===== config.mk =====
export PLATFORM = sky130hd
export DESIGN_NAME = rr_arb_mux
export DESIGN_NICKNAME = d
export VERILOG_FILES = /design/src/rtl/rr_arb_mux.sv
export SDC_FILE = /design/constraint.sdc
export NUM_CORES = 1
export LEC_CHECK = 0
export CORE_MARGIN = 3
export CORE_UTILIZATION = 39
export DETAILED_ROUTE_END_ITERATION = 12
export GPL_TIMING_DRIVEN = 0
export PLACE_DENSITY = 0.83
export SLEW_MARGIN = 25
export SYNTH_ARGS = -nofsm -noshare
export SYNTH_HDL_FRONTEND = slang
export SYNTH_SLANG_ARGS = --single-unit

===== constraint.sdc =====
create_clock -name clk -period 5.8 [get_ports clk]
set_input_delay 1.45 -clock clk [delete_from_list [all_inputs] [get_ports clk]]
set_output_delay 1.45 -clock clk [all_outputs]
set_load 0.01 [all_outputs]

===== src/rtl/rr_arb_mux.sv =====
`default_nettype none
// -----------------------------------------------------------------------------
// rr_arb_mux : registered N:1 valid/ready arbitrating mux, round-robin or
//              fixed priority, with optional packet lock.       Rev 1.0
// -----------------------------------------------------------------------------
module rr_arb_mux #(
  parameter int BITWIDTH  = 16,
  parameter int NUM_INPUT = 8,
  parameter int SEL_WIDTH = (NUM_INPUT > 1) ? $clog2(NUM_INPUT) : 1,
  parameter int MODE      = 0,
  parameter int LOCK      = 0
) (
  input  logic                          clk,
  input  logic                          reset,
  input  logic [BITWIDTH*NUM_INPUT-1:0] in_bus,
  input  logic [NUM_INPUT-1:0]          in_valid,
  input  logic [NUM_INPUT-1:0]          in_last,
  output logic [NUM_INPUT-1:0]          in_ready,
  output logic [BITWIDTH-1:0]           out_data,
  output logic [SEL_WIDTH-1:0]          out_sel,
  output logic                          out_last,
  output logic                          out_valid,
  input  logic                          out_ready
);

  localparam logic [SEL_WIDTH:0]   C_N       = (SEL_WIDTH+1)'(NUM_INPUT);
  localparam logic [SEL_WIDTH-1:0] C_LAST_CH = SEL_WIDTH'(NUM_INPUT-1);

  typedef enum logic [0:0] {
    ST_UNLOCKED = 1'b0,
    ST_LOCKED   = 1'b1
  } state_t;

  state_t               state;
  logic [SEL_WIDTH-1:0] ptr;
  logic [SEL_WIDTH-1:0] lock_ch;
  logic [SEL_WIDTH-1:0] cand;
  logic [SEL_WIDTH:0]   idx;
  logic                 cand_vld;
  logic                 cand_last;
  logic                 load;
  logic                 accept;
  logic [BITWIDTH-1:0]  ch_data [NUM_INPUT];

  generate
    for (genvar i = 0; i < NUM_INPUT; i++) begin : g_unpack
      assign ch_data[i] = in_bus[BITWIDTH*i +: BITWIDTH];
    end
  endgenerate

  // Loops run from the far end so the nearest valid channel is the last writer.
  always_comb begin
    cand     = '0;
    cand_vld = 1'b0;
    idx      = '0;
    if (state == ST_LOCKED) begin
      cand     = lock_ch;
      cand_vld = in_valid[lock_ch];
    end else if (MODE == 1) begin
      for (int i = NUM_INPUT-1; i >= 0; i--) begin
        if (in_valid[i]) begin
          cand     = SEL_WIDTH'(i);
          cand_vld = 1'b1;
        end
      end
    end else begin
      for (int k = NUM_INPUT-1; k >= 0; k--) begin
        idx = {1'b0, ptr} + (SEL_WIDTH+1)'(k);
        if (idx >= C_N) begin
          idx = idx - C_N;
        end
        if (in_valid[idx[SEL_WIDTH-1:0]]) begin
          cand     = idx[SEL_WIDTH-1:0];
          cand_vld = 1'b1;
        end
      end
    end
  end

  assign cand_last = in_last[cand];
  assign load      = !out_valid || out_ready;
  assign accept    = load && cand_vld && !reset;

  always_comb begin
    in_ready = '0;
    if (accept) begin
      in_ready[cand] = 1'b1;
    end
  end

  always_ff @(posedge clk or posedge reset) begin
    if (reset) begin
      out_data  <= '0;
      out_sel   <= '0;
      out_last  <= 1'b0;
      out_valid <= 1'b0;
      ptr       <= '0;
      lock_ch   <= '0;
      state     <= ST_UNLOCKED;
    end else if (load) begin
      if (cand_vld) begin
        out_data  <= ch_data[cand];
        out_sel   <= cand;
        out_last  <= (LOCK != 0) ? cand_last : 1'b0;
        out_valid <= 1'b1;
      end else begin
        out_valid <= 1'b0;
      end
      // With packet lock the pointer only advances past a completed packet.
      if (cand_vld && (MODE == 0) && ((LOCK == 0) || cand_last)) begin
        ptr <= (cand == C_LAST_CH) ? '0 : cand + 1'b1;
      end
      if (cand_vld && (LOCK != 0)) begin
        case (state)
          ST_UNLOCKED: begin
            if (!cand_last) begin
              state   <= ST_LOCKED;
              lock_ch <= cand;
            end
          end
          ST_LOCKED: begin
            if (cand_last) begin
              state <= ST_UNLOCKED;
            end
          end
          default: state <= ST_UNLOCKED;
        endcase
      end
    end
  end

endmodule
`default_nettype wire


==> reports/results.ini <==
[die]
die_w_um=93.3
rows=31
ios=176
chipHeight_um=93.3
start_util_pct=40.6
dieArea_um2=8710
core_region_area_um2=7330

[cells_and_area]
drive_gt1_share_pct=22.2
filler_cell_count=538
final_util_pct=68.0
diodes=0
area_growth_pct=67.6
fin_cells=572
fin_area_um2=4980
layout.nets=623

[synthesis]
post-synth-top-area-cell=mux4_2
netlist_area_um2=2970
synth_edf_count=0
yosys-top-cells-count=mux4_2 (43), nor2_1 (38), mux2i_1 (30)
syn-instance-count=295
syn_area_per_cell_um2=10.1
seq_area_frac_synth_pct=19.4
synth_area_leaders=mux4_2 (33%), dfrtp_1 (19%), mux2i_1 (10%)
async_flop_share_pct=100
synth_ff_type=dfrtp_1
synth_most_common_cell=mux4_2
ys_warn_count=4
syn_nets=444
yosysTopAreaCellShare_pct=32.6
ys_types=49
synth_seq_cells=23

[setup_path]
crit_fanout=10
slowest_delay_ps=570
path_class=primary input to output pin
worstPathRequired_ps=4350
crit_arrival_ps=4240
critPathTopFamily=buffers and inverters
critPathBufInv=4
startpoint_type=primary input
worst_path_max_delay_cell=mux4_2
crit_path_cell_trace=dlygate4sd2_1, mux4_2, buf_4, mux2i_4, nor2b_4, nand2b_1, o2bb2ai_1, nor3_4, buf_4, or3b_4, nor2_1, dlygate4sd2_1
crit_path_end_kind=output pin

[routing]
drtPass1Iterations=5
routed_wl_mm=11.5
vias=3323
viasPerCell=5.81
drt_iter0_drc=241
wl_per_cell_um=20.1
detail-route-antenna-nets=0
drcViolationCount=0

[clocking]
clock_path_buffers=2
cts_tree=yes
cts_made_buffers=3
clock_sinks=23
clkSlewWorstSetupHoldPaths_ps=80
clk_latency_ps=270
hold_buffers=0
ctsRootBufferMaster=clkbuf_8
h-tree-depth=1

[power]
vdd_drop_max_uv=544
clkPwrFrac_pct=2.7
p_int_mw=2.05
power_switching_mw=1.73
p_leak_nw=1.96
powerDensity_nw_per_um2=758
seqPwrFrac_pct=8.1
combPwrFrac_pct=89.2
sw_frac_of_total_pct=45.8

[grt]
overflow=0
grt_first_pass_wirelength_mm=17.5
grt_pass1_vias=3402
grt.busiest_layer=met2
grt_max_degree=25
use_met2_pct=46.0
grt_antenna_before_repair=0
grt_use_met3_pct=4.18
grt_use_total_pct=25.7
grt_util_met1_pct=33.0

[placement]
dp_hpwl_mm=9.19
io_buffers=164
place_area_um2=4740
place_ws_ps=-879
post-place-cells=558
gp_congestion=0.877

[sta]
rsz0062_at_grt=false
slew_viol_final=0
worstMarginPinSlew_ps=918
hold_ws_ps=507
maxSlewHeadroom_pct=38.7
fin_skew_ps=3.17
layout_setup_ws_ps=106
fmaxAchievable_ghz=0.176
post-route-min-period_ps=5690
hold_violations=0
final-setup-viol-count=0
period_share_pct=98.2

[flow_run]
drv_cap=0

[status]
status=finished clean

[hold_path]
hold_path_class=register to register

## power by group through the flow
stage          Combinational, mW  Sequential [mW]  Clock, mW
2_1_floorplan               2.28            0.326          0
3_3_place_gp                2.98            0.301          0
3_5_place_dp                3.07            0.305          0
4_1_cts                     3.25            0.304      0.102
5_1_grt                     3.62            0.315      0.109
6_report                    3.37            0.305      0.104
## worst paths after layout
| kind | to | slack (ps) | cells after the start | from |
|---|---|---|---|---|
| worst max-delay path | in_ready[1] | 110 | 12 | in_valid[6] |
| worst min-delay path | out_sel[0] | 510 | 1 | out_sel[0] |
| worst min register to register | out_sel[0] | 510 | 1 | out_sel[0] |
| worst max register to register | out_data[5] | 1660 | 15 | ptr[1] |
| min in group asynchronous | out_data[1] | 1730 | 2 | reset |
| max in group asynchronous | ptr[2] | 3520 | 2 | reset |
## layout by cell type, fill, tap and decap left out, drive strengths merged, types with 2 or more instances in the layout
master | netlist | layout
dfrtp | 23 | 23
nor2b | 3 | 3
nand3 | 4 | 4
nand4 | 2 | 2
nand2 | 14 | 14
a21o | 2 | 2
dlygate4sd2 | 0 | 10
or3 | 2 | 2
a221oi | 3 | 3
buf | 16 | 28
xor2 | 3 | 3
o21ai | 11 | 11
a22o | 3 | 3
nor2 | 38 | 38
o211ai | 2 | 2
inv | 9 | 9
o2bb2ai | 2 | 2
nand2b | 6 | 6
o21a | 2 | 2
clkbuf | 12 | 16
clkdlybuf4s50 | 0 | 150
a21oi | 21 | 21
mux4 | 43 | 43
mux2 | 10 | 10
ha | 2 | 2
nor3 | 12 | 12
mux2i | 30 | 30
a211oi | 4 | 4
a31oi | 2 | 2
## repair_timing
item,in CTS,in global routing
setup buffers,8,5
gates resized for setup,36,16
endpoints found under the setup margin,8,8
pin swaps,3,2
cloned,0,0
## area by class of cell
type	count	area, um2	share of cell area (%)
multi-input cells	235	2340	46.9
repair buffers	177	1720	34.5
flip-flops and latches	23	576	11.6
plain buffers	25	148	2.96
well taps	99	124	2.49
clock buffers	4	45.0	0.904
inverters	9	33.8	0.678
## routing by layer
| metal | share of wire, % | vias up |
|---|---|---|
| met5 | 0 | - |
| met1 | 38 | 1641 |
| met3 | 6.5 | 20 |
| li1 | - | 1505 |
| met4 | 1.5 | 0 |
| met2 | 54 | 157 |
## stage by stage
step	total power, mW	TNS (ps)
global placement	3.28	-5270
floorplan	2.61	0
global route	4.05	0
CTS	3.66	0
finish	3.77	0
detailed placement	3.37	-6140
## flip-flops by register name, summed over array words and instances (netlist names)
name       cells
out_data      16
ptr            3
out_sel        3
out_valid      1
## kinds of logic after synthesis
logic type | count (synthesis) | synth area share (%)
fa+ha+maj | 2 | 0.842
buf+inv | 37 | 5.60
mux | 83 | 46.5
flops | 23 | 19.4
simple gates | 87 | 13.8
compound gates | 59 | 12.7
other cells | 1 | 0.126
xor+xnor | 3 | 1.14
Power figures use the tool's default switching activity.
